--- config.mk ---
export PLATFORM = sky130hd
export DESIGN_NAME = axis_ddr3_burst_writer
export DESIGN_NICKNAME = d
export VERILOG_FILES = /design/src/rtl/ddr3_axi_pkg.sv /design/src/rtl/sync_fifo.sv /design/src/rtl/axis_ddr3_burst_writer.sv
export SDC_FILE = /design/constraint.sdc
export NUM_CORES = 1
export LEC_CHECK = 0
export BUFFER_PORTS_ARGS = -buffer_cell sky130_fd_sc_hd__buf_2
export CORE_MARGIN = 8
export CORE_UTILIZATION = 40
export CTS_BUF_LIST = sky130_fd_sc_hd__clkbuf_4 sky130_fd_sc_hd__clkbuf_8 sky130_fd_sc_hd__clkbuf_16
export DETAILED_ROUTE_END_ITERATION = 6
export PLACE_DENSITY = 0.66
export SLEW_MARGIN = 20
export SYNTH_ARGS = -nofsm -noshare
export SYNTH_HDL_FRONTEND = slang
export SYNTH_SLANG_ARGS = --single-unit
--- constraint.sdc ---
create_clock -name clock -period 5.61 [get_ports clock]
set_input_delay 0.2805 -clock clock [delete_from_list [all_inputs] [get_ports clock]]
set_output_delay 0.2805 -clock clock [all_outputs]
set_load 0.01 [all_outputs]
--- src/rtl/ddr3_axi_pkg.sv ---
// ---------------------------------------------------------------------------
// ddr3_axi_pkg
// Shared definitions for the blocks that feed the DDR3 core's AXI4 ports:
//   - AXI burst type and response encodings
//   - state encoding of the AXI-Stream burst writer FSM
//   - clog2 helper used to size FIFO pointers and counters
// ---------------------------------------------------------------------------
package ddr3_axi_pkg;

    localparam logic [1:0] BURST_INCR  = 2'b01;
    localparam logic [1:0] RESP_OKAY   = 2'b00;
    localparam logic [1:0] RESP_SLVERR = 2'b10;

    typedef enum logic [1:0] {
        BW_IDLE  = 2'd0,
        BW_FILL  = 2'd1,
        BW_BURST = 2'd2,
        BW_FLUSH = 2'd3
    } bw_state_e;

    // Ceiling log2 for elaboration-time sizing; clog2(1) = 0.
    function automatic int clog2(input int value);
        int result;
        int pow;
        result = 0;
        pow    = 1;
        for (int i = 0; i < 31; i++) begin
            if (pow < value) begin
                pow    = pow * 2;
                result = result + 1;
            end else begin
                result = result;
            end
        end
        return result;
    endfunction

endpackage

--- src/rtl/sync_fifo.sv ---
// ---------------------------------------------------------------------------
// sync_fifo
// Single-clock first-word-fall-through FIFO with an occupancy count.
//   clock, reset      : clock and synchronous active-high reset (empties FIFO)
//   push_i, data_i    : write strobe and data (ignored while full)
//   pop_i             : read strobe (ignored while empty)
//   data_o            : current head word, valid whenever empty_o is low
//   full_o, empty_o   : status flags
//   count_o           : number of stored words, 0..DEPTH
// ---------------------------------------------------------------------------
module sync_fifo
    import ddr3_axi_pkg::*;
#(
    parameter  int WIDTH = 32,
    parameter  int DEPTH = 8,
    localparam int PTR_W = (clog2(DEPTH) < 1) ? 1 : clog2(DEPTH),
    localparam int CNT_W = clog2(DEPTH + 1)
) (
    input  logic             clock,
    input  logic             reset,
    input  logic             push_i,
    input  logic [WIDTH-1:0] data_i,
    input  logic             pop_i,
    output logic [WIDTH-1:0] data_o,
    output logic             full_o,
    output logic             empty_o,
    output logic [CNT_W-1:0] count_o
);

    logic [WIDTH-1:0] mem_q [DEPTH];
    logic [PTR_W-1:0] wr_ptr_q, wr_ptr_d;
    logic [PTR_W-1:0] rd_ptr_q, rd_ptr_d;
    logic [CNT_W-1:0] count_q, count_d;
    logic             push_ok;
    logic             pop_ok;

    assign full_o  = (count_q == CNT_W'(DEPTH));
    assign empty_o = (count_q == {CNT_W{1'b0}});
    assign push_ok = push_i & ~full_o;
    assign pop_ok  = pop_i & ~empty_o;
    assign data_o  = mem_q[rd_ptr_q];
    assign count_o = count_q;

    // Pointer and occupancy next-state; pointers wrap at DEPTH-1 so DEPTH need not be a power of two.
    always_comb begin
        wr_ptr_d = wr_ptr_q;
        rd_ptr_d = rd_ptr_q;
        count_d  = count_q;
        if (push_ok) begin
            wr_ptr_d = (wr_ptr_q == PTR_W'(DEPTH - 1)) ? {PTR_W{1'b0}} : wr_ptr_q + PTR_W'(1);
        end else begin
            wr_ptr_d = wr_ptr_q;
        end
        if (pop_ok) begin
            rd_ptr_d = (rd_ptr_q == PTR_W'(DEPTH - 1)) ? {PTR_W{1'b0}} : rd_ptr_q + PTR_W'(1);
        end else begin
            rd_ptr_d = rd_ptr_q;
        end
        case ({push_ok, pop_ok})
            2'b10:   count_d = count_q + CNT_W'(1);
            2'b01:   count_d = count_q - CNT_W'(1);
            default: count_d = count_q;
        endcase
    end

    // Pointer and occupancy registers.
    always_ff @(posedge clock) begin
        if (reset) begin
            wr_ptr_q <= {PTR_W{1'b0}};
            rd_ptr_q <= {PTR_W{1'b0}};
            count_q  <= {CNT_W{1'b0}};
        end else begin
            wr_ptr_q <= wr_ptr_d;
            rd_ptr_q <= rd_ptr_d;
            count_q  <= count_d;
        end
    end

    // Storage array; contents need no reset because occupancy gates every read.
    always_ff @(posedge clock) begin
        if (push_ok) begin
            mem_q[wr_ptr_q] <= data_i;
        end
    end

endmodule

--- src/rtl/axis_ddr3_burst_writer.sv ---
// ---------------------------------------------------------------------------
// axis_ddr3_burst_writer
// Packs an AXI-Stream of WIDTH-bit words into fixed-length INCR bursts on the
// DDR3 core's AXI4 write port, at consecutive addresses from base_i.
//   clock, reset                 : clock, synchronous active-high reset
//   start_i, base_i              : start a transfer at a burst-aligned address
//   busy_o, done_o, err_o        : in progress / completion pulse / sticky BRESP error
//   s_t*                         : AXI-Stream input (tlast marks the final word)
//   axi_aw*, axi_w*, axi_b*      : AXI4 write address, data and response channels
// A short final burst is padded with zero-strobe beats so every burst is
// BURST_LEN beats long. At most MAX_OUTST bursts wait for a B response.
// ---------------------------------------------------------------------------
module axis_ddr3_burst_writer
    import ddr3_axi_pkg::*;
#(
    parameter int WIDTH     = 32,
    parameter int ADDRS     = 27,
    parameter int REQID     = 4,
    parameter int BURST_LEN = 4,
    parameter int MAX_OUTST = 2,
    parameter int AXI_ID    = 0
) (
    input  logic                 clock,
    input  logic                 reset,
    input  logic                 start_i,
    input  logic [ADDRS-1:0]     base_i,
    output logic                 busy_o,
    output logic                 done_o,
    output logic                 err_o,
    input  logic                 s_tvalid_i,
    output logic                 s_tready_o,
    input  logic                 s_tlast_i,
    input  logic [WIDTH-1:0]     s_tdata_i,
    output logic                 axi_awvalid_o,
    input  logic                 axi_awready_i,
    output logic [ADDRS-1:0]     axi_awaddr_o,
    output logic [REQID-1:0]     axi_awid_o,
    output logic [7:0]           axi_awlen_o,
    output logic [1:0]           axi_awburst_o,
    output logic                 axi_wvalid_o,
    input  logic                 axi_wready_i,
    output logic                 axi_wlast_o,
    output logic [WIDTH/8-1:0]   axi_wstrb_o,
    output logic [WIDTH-1:0]     axi_wdata_o,
    input  logic                 axi_bvalid_i,
    output logic                 axi_bready_o,
    input  logic [1:0]           axi_bresp_i,
    input  logic [REQID-1:0]     axi_bid_i
);

    localparam int DEPTH     = 2 * BURST_LEN;
    localparam int CNT_W     = clog2(DEPTH + 1);
    localparam int BEAT_W    = (clog2(BURST_LEN) < 1) ? 1 : clog2(BURST_LEN);
    localparam int OUT_W     = (clog2(MAX_OUTST + 1) < 1) ? 1 : clog2(MAX_OUTST + 1);
    localparam int STRB_W    = WIDTH / 8;
    localparam int ADDR_STEP = BURST_LEN * WIDTH / 8;

    bw_state_e          state_q, state_d;
    logic [ADDRS-1:0]   addr_q, addr_d;
    logic [BEAT_W-1:0]  beat_q, beat_d;
    logic               aw_done_q, aw_done_d;
    logic               w_done_q, w_done_d;
    logic               last_seen_q, last_seen_d;
    logic               err_q, err_d;
    logic               done_q, done_d;
    logic [OUT_W-1:0]   outst_q, outst_d;

    logic               fifo_push;
    logic               fifo_pop;
    logic               fifo_full;
    logic               fifo_empty;
    logic [CNT_W-1:0]   fifo_count;
    logic [WIDTH-1:0]   fifo_head;

    logic               aw_hs;
    logic               w_hs;
    logic               last_beat;
    logic               burst_end;
    logic               start_ok;
    logic               outst_inc;
    logic               outst_dec;
    logic               room;
    logic               eff_last;
    logic [CNT_W-1:0]   eff_count;
    logic [CNT_W-1:0]   count_after;
    logic               bid_unused;

    sync_fifo #(
        .WIDTH (WIDTH),
        .DEPTH (DEPTH)
    ) u_fifo (
        .clock   (clock),
        .reset   (reset),
        .push_i  (fifo_push),
        .data_i  (s_tdata_i),
        .pop_i   (fifo_pop),
        .data_o  (fifo_head),
        .full_o  (fifo_full),
        .empty_o (fifo_empty),
        .count_o (fifo_count)
    );

    assign bid_unused  = ^axi_bid_i;
    assign fifo_push   = s_tvalid_i & s_tready_o;
    assign aw_hs       = axi_awvalid_o & axi_awready_i;
    assign w_hs        = axi_wvalid_o & axi_wready_i;
    assign last_beat   = (beat_q == BEAT_W'(BURST_LEN - 1));
    // A burst retires only when both its address and its final data beat are accepted.
    assign burst_end   = (state_q == BW_BURST) & (aw_done_q | aw_hs) & (w_done_q | (w_hs & last_beat));
    assign fifo_pop    = w_hs & ~fifo_empty;
    assign start_ok    = (state_q == BW_IDLE) & start_i;
    // Fill level and tlast as they will be after this cycle's push; this lets
    // AWVALID rise the cycle right after the BURST_LEN-th word is accepted.
    assign eff_count   = fifo_count + CNT_W'(fifo_push);
    assign eff_last    = last_seen_q | (fifo_push & s_tlast_i);
    assign count_after = eff_count - CNT_W'(fifo_pop);
    assign room        = (outst_q < OUT_W'(MAX_OUTST));
    assign outst_inc   = burst_end;
    // A B with nothing outstanding belongs to a burst forgotten by reset.
    assign outst_dec   = axi_bvalid_i & axi_bready_o & (outst_q != {OUT_W{1'b0}});

    // FSM state register.
    always_ff @(posedge clock) begin
        if (reset) begin
            state_q <= BW_IDLE;
        end else begin
            state_q <= state_d;
        end
    end

    // FSM next-state logic.
    always_comb begin
        state_d = state_q;
        case (state_q)
            BW_IDLE: begin
                if (start_i) begin
                    state_d = BW_FILL;
                end else begin
                    state_d = BW_IDLE;
                end
            end
            BW_FILL: begin
                if (room && ((eff_count >= CNT_W'(BURST_LEN)) ||
                             (eff_last && (eff_count != {CNT_W{1'b0}})))) begin
                    state_d = BW_BURST;
                end else begin
                    state_d = BW_FILL;
                end
            end
            BW_BURST: begin
                if (burst_end) begin
                    if (last_seen_q && (count_after == {CNT_W{1'b0}})) begin
                        state_d = BW_FLUSH;
                    end else begin
                        state_d = BW_FILL;
                    end
                end else begin
                    state_d = BW_BURST;
                end
            end
            BW_FLUSH: begin
                if (outst_d == {OUT_W{1'b0}}) begin
                    state_d = BW_IDLE;
                end else begin
                    state_d = BW_FLUSH;
                end
            end
            default: state_d = BW_IDLE;
        endcase
    end

    // FSM outputs: channel valids, beat payload and stream ready.
    always_comb begin
        busy_o        = (state_q != BW_IDLE);
        axi_awvalid_o = (state_q == BW_BURST) & ~aw_done_q;
        axi_wvalid_o  = (state_q == BW_BURST) & ~w_done_q;
        axi_wlast_o   = axi_wvalid_o & last_beat;
        s_tready_o    = busy_o & ~fifo_full & ~last_seen_q;
        // Once the FIFO runs dry inside a burst, the remaining beats are padding.
        if (axi_wvalid_o && !fifo_empty) begin
            axi_wstrb_o = {STRB_W{1'b1}};
            axi_wdata_o = fifo_head;
        end else begin
            axi_wstrb_o = {STRB_W{1'b0}};
            axi_wdata_o = {WIDTH{1'b0}};
        end
    end

    // Next-state for address, beat, handshake flags, outstanding count and status.
    always_comb begin
        addr_d      = addr_q;
        beat_d      = beat_q;
        aw_done_d   = aw_done_q;
        w_done_d    = w_done_q;
        last_seen_d = last_seen_q;
        err_d       = err_q;
        outst_d     = outst_q;
        done_d      = 1'b0;

        if (start_ok) begin
            addr_d      = base_i;
            last_seen_d = 1'b0;
        end else if (burst_end) begin
            addr_d      = addr_q + ADDRS'(ADDR_STEP);
            last_seen_d = last_seen_q | (fifo_push & s_tlast_i);
        end else begin
            addr_d      = addr_q;
            last_seen_d = last_seen_q | (fifo_push & s_tlast_i);
        end

        if (start_ok) begin
            err_d = 1'b0;
        end else if (axi_bvalid_i && (axi_bresp_i != RESP_OKAY)) begin
            err_d = 1'b1;
        end else begin
            err_d = err_q;
        end

        if (burst_end) begin
            beat_d    = {BEAT_W{1'b0}};
            aw_done_d = 1'b0;
            w_done_d  = 1'b0;
        end else begin
            aw_done_d = aw_done_q | aw_hs;
            if (w_hs) begin
                if (last_beat) begin
                    w_done_d = 1'b1;
                    beat_d   = beat_q;
                end else begin
                    w_done_d = w_done_q;
                    beat_d   = beat_q + BEAT_W'(1);
                end
            end else begin
                w_done_d = w_done_q;
                beat_d   = beat_q;
            end
        end

        case ({outst_inc, outst_dec})
            2'b10:   outst_d = outst_q + OUT_W'(1);
            2'b01:   outst_d = outst_q - OUT_W'(1);
            default: outst_d = outst_q;
        endcase

        done_d = (state_q == BW_FLUSH) && (outst_d == {OUT_W{1'b0}});
    end

    // Datapath and status registers.
    always_ff @(posedge clock) begin
        if (reset) begin
            addr_q      <= {ADDRS{1'b0}};
            beat_q      <= {BEAT_W{1'b0}};
            aw_done_q   <= 1'b0;
            w_done_q    <= 1'b0;
            last_seen_q <= 1'b0;
            err_q       <= 1'b0;
            done_q      <= 1'b0;
            outst_q     <= {OUT_W{1'b0}};
        end else begin
            addr_q      <= addr_d;
            beat_q      <= beat_d;
            aw_done_q   <= aw_done_d;
            w_done_q    <= w_done_d;
            last_seen_q <= last_seen_d;
            err_q       <= err_d;
            done_q      <= done_d;
            outst_q     <= outst_d;
        end
    end

    assign done_o        = done_q;
    assign err_o         = err_q;
    assign axi_awaddr_o  = addr_q;
    assign axi_awid_o    = REQID'(AXI_ID);
    assign axi_awlen_o   = 8'(BURST_LEN - 1);
    assign axi_awburst_o = BURST_INCR;
    assign axi_bready_o  = 1'b1;

endmodule

* Yosys cells after proc, flatten, opt, wreduce, memory -nomap -nowiden
Memory sizes are Yosys's and may differ from the RTL's. A register that Yosys moved wholly into a read port is not among the register bits.
Index checks and enable logic that the tools add are counted.
Widths: inputs -> output; s select.
** Word-level totals
- RAM bits :: 256
- Output and inout bits :: 85
- Memories kept :: 1
- Input bits :: 73
- Register bits :: 48
- Word-level logic and storage cells :: 102
** Operators by class
- Equality and inequality tests :: 11
- Add/subtract/negate cells :: 10
- $lt $le $gt $ge :: 2
- Bitwise operators :: 26
- Multiplexer cells :: 18
- Reductions and logical operators :: 22
** Memory list
- u_fifo.mem_q :: depth 8, width 32, rd ports 1, clocked after memory_dff 1, wr ports 1, line sync_fifo.sv:30 : logic [WIDTH-1:0] mem_q [DEPTH];
** Operators by type and width (count)
- $mux 27 :: 2
- $mux 32 :: 1
- $add 27x5->27 const B :: 1
- $and 1x1->1 :: 17
- $mux 3 :: 4
- $eq 2x2->1 const B :: 5
- $reduce_bool 2->1 :: 5
- $logic_not 4->1 :: 2
- $mux 2 :: 4
- $pmux 2 s4 :: 1
- $pmux 4 s2 :: 1
- $add 3x1->3 const B :: 2
- $eq 2x1->1 const B :: 3
- $eq 3x3->1 const B :: 2
- $logic_and 1x1->1 :: 6
- $not 1->1 :: 6
- $add 2x1->2 const B :: 2
- $add 4x1->4 :: 1
- $add 4x1->4 const B :: 1
- $eq 4x4->1 const B :: 1
- $ge 4x3->1 const B :: 1
- $logic_not 2->1 :: 2
- $mux 4 :: 1
- $pmux 2 s2 :: 1
- other kinds (11) :: 17

* Longest topological paths before layout
- Word-level depth :: 12
- Gate-level depth with buffers :: 14
- Depth with buffers taken out :: 12

* Hierarchy
Synthesis repeated with hierarchy kept, for this count alone.
** Unflattened totals
- Cell total of the unflattened synthesis :: 748
- Area, all modules :: 12748.5 um2
** Modules (own cells, without submodules)
- sync_fifo :: sequential area each 7947.6 um2, cells each 449, instances 1, area an instance 10317.4 um2
- axis_ddr3_burst_writer :: sequential area each 760.7 um2, cells each 299, instances 1, area an instance 2431.1 um2

* Worst setup path after synthesis
OpenSTA, ideal clock, no wires.
- Path type :: flip-flop to flip-flop
- Start point :: register u_fifo.count_q[2], in the netlist u_fifo.count_o[2]
- End point :: memory u_fifo.mem_q[0][0], enable pin
- Clock period less this slack :: 4.841 ns
- Setup time :: 0.502 ns
- Stages on the path, launching flop included :: 6
- Required time :: 5.108 ns
- Buffers on the path :: 1
- Arrival :: 4.339 ns
- Path slack :: 0.769 ns
- Cell sequence :: dfxtp_1 -> clkbuf_1 -> nor4b_1 -> nor3_1 -> nand2_1 -> nor4_1
** On the way
- Word-level cells in the longest chain between the ends :: 8
** Ends and longest elaborated chain
- start, declared :: line sync_fifo.sv:33 : logic [CNT_W-1:0] count_q, count_d;
- start signal, assigned :: line sync_fifo.sv:71 : count_q <= {CNT_W{1'b0}};
- start signal, assigned :: line sync_fifo.sv:75 : count_q <= count_d;
- $eq 4x4->1 :: line sync_fifo.sv:37 : assign full_o = (count_q == CNT_W'(DEPTH));
- $not 1->1 :: line axis_ddr3_burst_writer.sv:178 : s_tready_o = busy_o & ~fifo_full & ~last_seen_q;
- $and 1x1->1 (2 in series) :: line axis_ddr3_burst_writer.sv:178
- named net s_tready_o :: line axis_ddr3_burst_writer.sv:31 : output logic s_tready_o,
- $and 1x1->1 :: line axis_ddr3_burst_writer.sv:104 : assign fifo_push = s_tvalid_i & s_tready_o;
- $and 1x1->1 :: line sync_fifo.sv:39 : assign push_ok = push_i & ~full_o;
- $mux 1 :: line sync_fifo.sv:81 : if (push_ok) begin
- $mux 1 (not written as such) :: line sync_fifo.sv:82 : mem_q[wr_ptr_q] <= data_i;
- end, declared :: line sync_fifo.sv:30
The timed path passes the listed nets, and every way through them passes these cells.

* Worst setup path after layout
- Start point :: register u_fifo.count_q[3], in the netlist u_fifo.count_o[3]
- End point :: register u_fifo.count_q[3], in the netlist u_fifo.count_o[3]
** On the way
- Elaborated cells on any way between the ends :: 16
- Classes of those cells :: add/sub: 2; eq/ne: 3; mux: 1; bitwise: 8; reduce/logical: 2
** RTL lines
- $logic_not 4->1 * :: line sync_fifo.sv:38 : assign empty_o = (count_q == {CNT_W{1'b0}});
- $not 1->1 * :: line sync_fifo.sv:40, axis_ddr3_burst_writer.sv:110
- $and 1x1->1 :: line axis_ddr3_burst_writer.sv:110 : assign fifo_pop = w_hs & ~fifo_empty;
- $and 1x1->1 * :: line sync_fifo.sv:40 : assign pop_ok = pop_i & ~empty_o;
- named net u_fifo.pop_ok :: line sync_fifo.sv:35 : logic pop_ok;
- $eq 2x1->1 or $eq 2x2->1 (tied branches) :: line sync_fifo.sv:59 : case ({push_ok, pop_ok})
- $pmux 4 s2 or $reduce_bool 2->1 (tied branches)
The timed path passes the listed nets; every way through them passes the cells marked *.
A chain may end at the register's enable or synchronous reset.

==> out/results.md <==
| Item | Reported |
| --- | --- |
| Worst clock skew on the final layout | 0.00862 ns |
| Max-capacitance violation count | 0 |
| Summed instance area of the synthesized netlist | 12600 um^2 |
| Final #Nets | 1037 |
| Clk root buf | clkbuf_16 |
| Most frequent cells in the layout | edfxtp_1, buf_2, mux4_2 |
| Final hold violations | 0 |
| Reg-to-reg setup timing slack | 2.15 ns |
| Clock buffers created by TritonCTS | 31 |
| Storage element area | 8720 um^2 |
| Main flop type after synthesis | edfxtp_1 |
| Area of the core | 31200 um^2 |
| CTS sink count | 307 |
| Die ar. | 37300 um^2 |
| Quantity of I/O buffers inserted on ports | 138 |
| Maximum cell stage delay along the critical path | 0.77 ns |
| Hold path startpoint | s_tdata_i[14] |
| Grt total ovfl | 0 |
| Overall power | 4660 uW |
| Worst EP arrival | 3.93 ns |
| Sum of routed wire length over all layers | 26.2 mm |
| Horizontal die dimension | 193 um |
| Minimum clock period after layout | 3.46 ns |
| Routed length per instance | 19.0 um |
| Final clock period utilization by the worst path | 61.6% |
| Standard-cell row count | 65 |
| Chip height | 193 um |
| Worst Max-Slew Pin Slew | 1.08 ns |
| Post-CTS setup-driven buffer insertion count | 0 |
| Max frequency | 0.289 GHz |
| Hold worst-path end | u_fifo.mem_q[7][14]$_DFFE_PP_ |
| Number of distinct library cells after synthesis | 50 |
| Number of synthesized register bits | 307 |
| Clock latency on the worst-skew pair | 0.55 ns |
| Worst-path cell with the longest stage delay | nand2b_2 |
| Class of the tightest hold or removal check | primary input to flop |
| Worst slew slack as a fraction of its limit | 27.9% |
| Pin count of the biggest net entering global routing | 65 |
| Top-level port count | 158 |
| Leakage power total | 0.00516 uW |
| Maximum count of clock buffers along a single path | 3 |
| Final weighted congestion of routability-driven global placement | 0.769 |
| Number of filler cells placed in the layout | 2713 |
| Clock tree from TritonCTS | built |
| Post-synthesis instance total | 763 |
| Effective utilization at floorplan | 40.2% |
| Number of cells upsized or downsized after cts | 0 |
| Number of cell instances on the worst register-to-register path | 12 |
| Number of warnings issued by yosys | 0 |
| Number of flops mapped to enable cells by yosys | 256 |
| Count of routing violations after the opening detailed-route iteration | 436 |
| Setup TNS | 0 ns |
| Part of the Yosys area used for sequential elements | 69.4% |
| Worst path cell trace | nor4_1 > nand2b_2 > inv_1 > nand2_1 > inv_1 > ha_1 > ha_1 > a21o_1 > a21oi_1 > xnor2_1 > or3_1 > a21oi_1 |
| Pre-CTS WS | 2.07 ns |
| Area used by multi-input combinational logic | 3600 um^2 |
| Total global routing track utilization | 14.2% |
| Max VDD drop | 0.000322 V |
| Setup violators final | 0 |
| Hold-critical path depth | 1 |
| Worst flop-to-flop path endpoint | u_fifo.count_o[3]$_SDFFE_PP0P_ |
| Final core area utilization | 48.3% |
| First-pass GRT wire length | 41.2 mm |
| Detailed-route vias per instance | 5.10 |
| Kind of start point of the critical path | flop |
| H-tree levels | 1 |
| Share of cells above drive strength 1 | 29.4% |
| Number of antenna violations at the first check in global routing | 4 |
| Post-route DRC violation count | 0 |
| Average instance area after synthesis | 16.5 um^2 |
| Hold slack | 0.0195 ns |
| Power density normalized to cell area | 309 nW/um^2 |
| Critical path required time | 6.08 ns |
| Post-DRT Antenna Nets | 0 |
| Start of the worst register-to-register path | u_fifo.count_o[3]$_SDFFE_PP0P_ |
| Final WS setup | 2.15 ns |
| Routed via count | 7036 |
| Register clock-pin slew on the reported worst setup and hold paths | 0.06 ns |
| Detailed-router iteration count before antenna repair | 5 |
| Element type at the critical path end | flop |
| Setup Crit Path Kind | flop to flop |
| RSZ-0062 raised after global routing | no |
| HPWL reported at the end of detailed placement | 15.8 mm |
| Max Fanout on Critical Path | 33 |
| Growth of design area from synthesis to finish | 20.1% |
| Max-slew violation count | 0 |
| Number of global-route vias before repair | 7551 |
| Most common cell after layout, fill and taps aside | edfxtp_1 |
| Outcome | complete, no violations |
| Post-synthesis async set-or-reset flop share | 0% |
[metal layers]
layer	global-route usage (%)	part of all wire, %
met4	3.11	1.4
met1	18.1	43
met5	0	0.088
met2	24.5	49
met3	3.29	6.4
[how the worst max path moves through the flow]
stage | slack (ns) | end | start | cells after the start
floorplan | 0.77 | u_fifo.mem_q[0][0]$_DFFE_PP_ | u_fifo.count_o[2]$_SDFFE_PP0P_ | 5
global placement | 2.11 | u_fifo.count_o[3]$_SDFFE_PP0P_ | u_fifo.count_o[1]$_SDFFE_PP0P_ | 12
detailed placement | 2.07 | u_fifo.count_o[3]$_SDFFE_PP0P_ | u_fifo.count_o[3]$_SDFFE_PP0P_ | 12
CTS | 2.06 | u_fifo.count_o[3]$_SDFFE_PP0P_ | u_fifo.count_o[3]$_SDFFE_PP0P_ | 12
global route | 1.73 | u_fifo.count_o[3]$_SDFFE_PP0P_ | u_fifo.count_o[3]$_SDFFE_PP0P_ | 12
finish | 2.15 | u_fifo.count_o[3]$_SDFFE_PP0P_ | u_fifo.count_o[3]$_SDFFE_PP0P_ | 12
[cell families after synthesis]
kind of cell	after synthesis	synth area share, %
adders and majority gates	14	1.45
and+or+nand+nor	181	7.10
DFF	307	69.4
other	2	0.0598
AOI/OAI and AO/OA	65	3.37
buffers and inverters	72	2.81
muxes	97	14.1
xor gates and xnor gates	25	1.74
[cell usage after synthesis, types with 17 or more instances]
master	count	area (um^2)
mux4_2	64	1440
edfxtp_1	256	7690
dfxtp_1	51	1020
a211oi_1	18	135
nor2_1	65	244
buf_4	19	143
nor3_1	17	85.1
clkbuf_1	23	86.3
inv_1	17	63.8
a21oi_1	18	90.1
mux2i_1	33	330
nand2_1	41	154
[through the flow]
| stage | cells | area (um^2) |
|---|---|---|
| 5_1_grt | 1379 | 15100 |
| 4_1_cts | 1376 | 15100 |
| 2_1_floorplan | 776 | 12600 |
| 3_5_place_dp | 1276 | 13700 |
| 3_3_place_gp | 1276 | 13700 |
| 6_report | 1379 | 15100 |
[flip-flops by register name (all words and copies together), names as in the netlist, named ones only]
signal	flops
outst_q	2
axi_awaddr_o	27
w_done_q	1
u_fifo.rd_ptr_q	3
state_q	2
u_fifo.mem_q	256
last_seen_q	1
u_fifo.wr_ptr_q	3
beat_q	2
err_o	1
aw_done_q	1
u_fifo.count_o	4
done_o	1
[worst max-delay path: cells and delay by family (launching register included)]
family | cells | cell delay [ns]
compound gates | 3 | 0.46
xor+xnor | 1 | 0.09
fa+ha+maj | 2 | 0.52
buf+inv | 2 | 0.34
flops | 1 | 0.38
simple gates | 4 | 1.58
[report_power, final]
part / total, uW / internal (uW) / switching [uW]
registers: 2530 / 2500 / 26.3
clock network: 1930 / 1100 / 831
logic: 202 / 90.3 / 112
total: 4660 / 3690 / 969
[what timing repair did]
action | CTS | global route
hold endpoints to repair | 204 | 8
endpoints found under the setup margin | 0 | 0
hold buffers | 42 | 1
[layout make-up]
class,instances,share of cell area (%)
sequential,307,57.8
multi-input combinational,397,23.8
timing repair buffer,196,8.18
clock buffer,39,5.54
tap,402,3.33
clock inverter,19,0.871
inverter,17,0.423
antenna,2,0.0332
No activity file was read; power rests on OpenSTA's default activity.
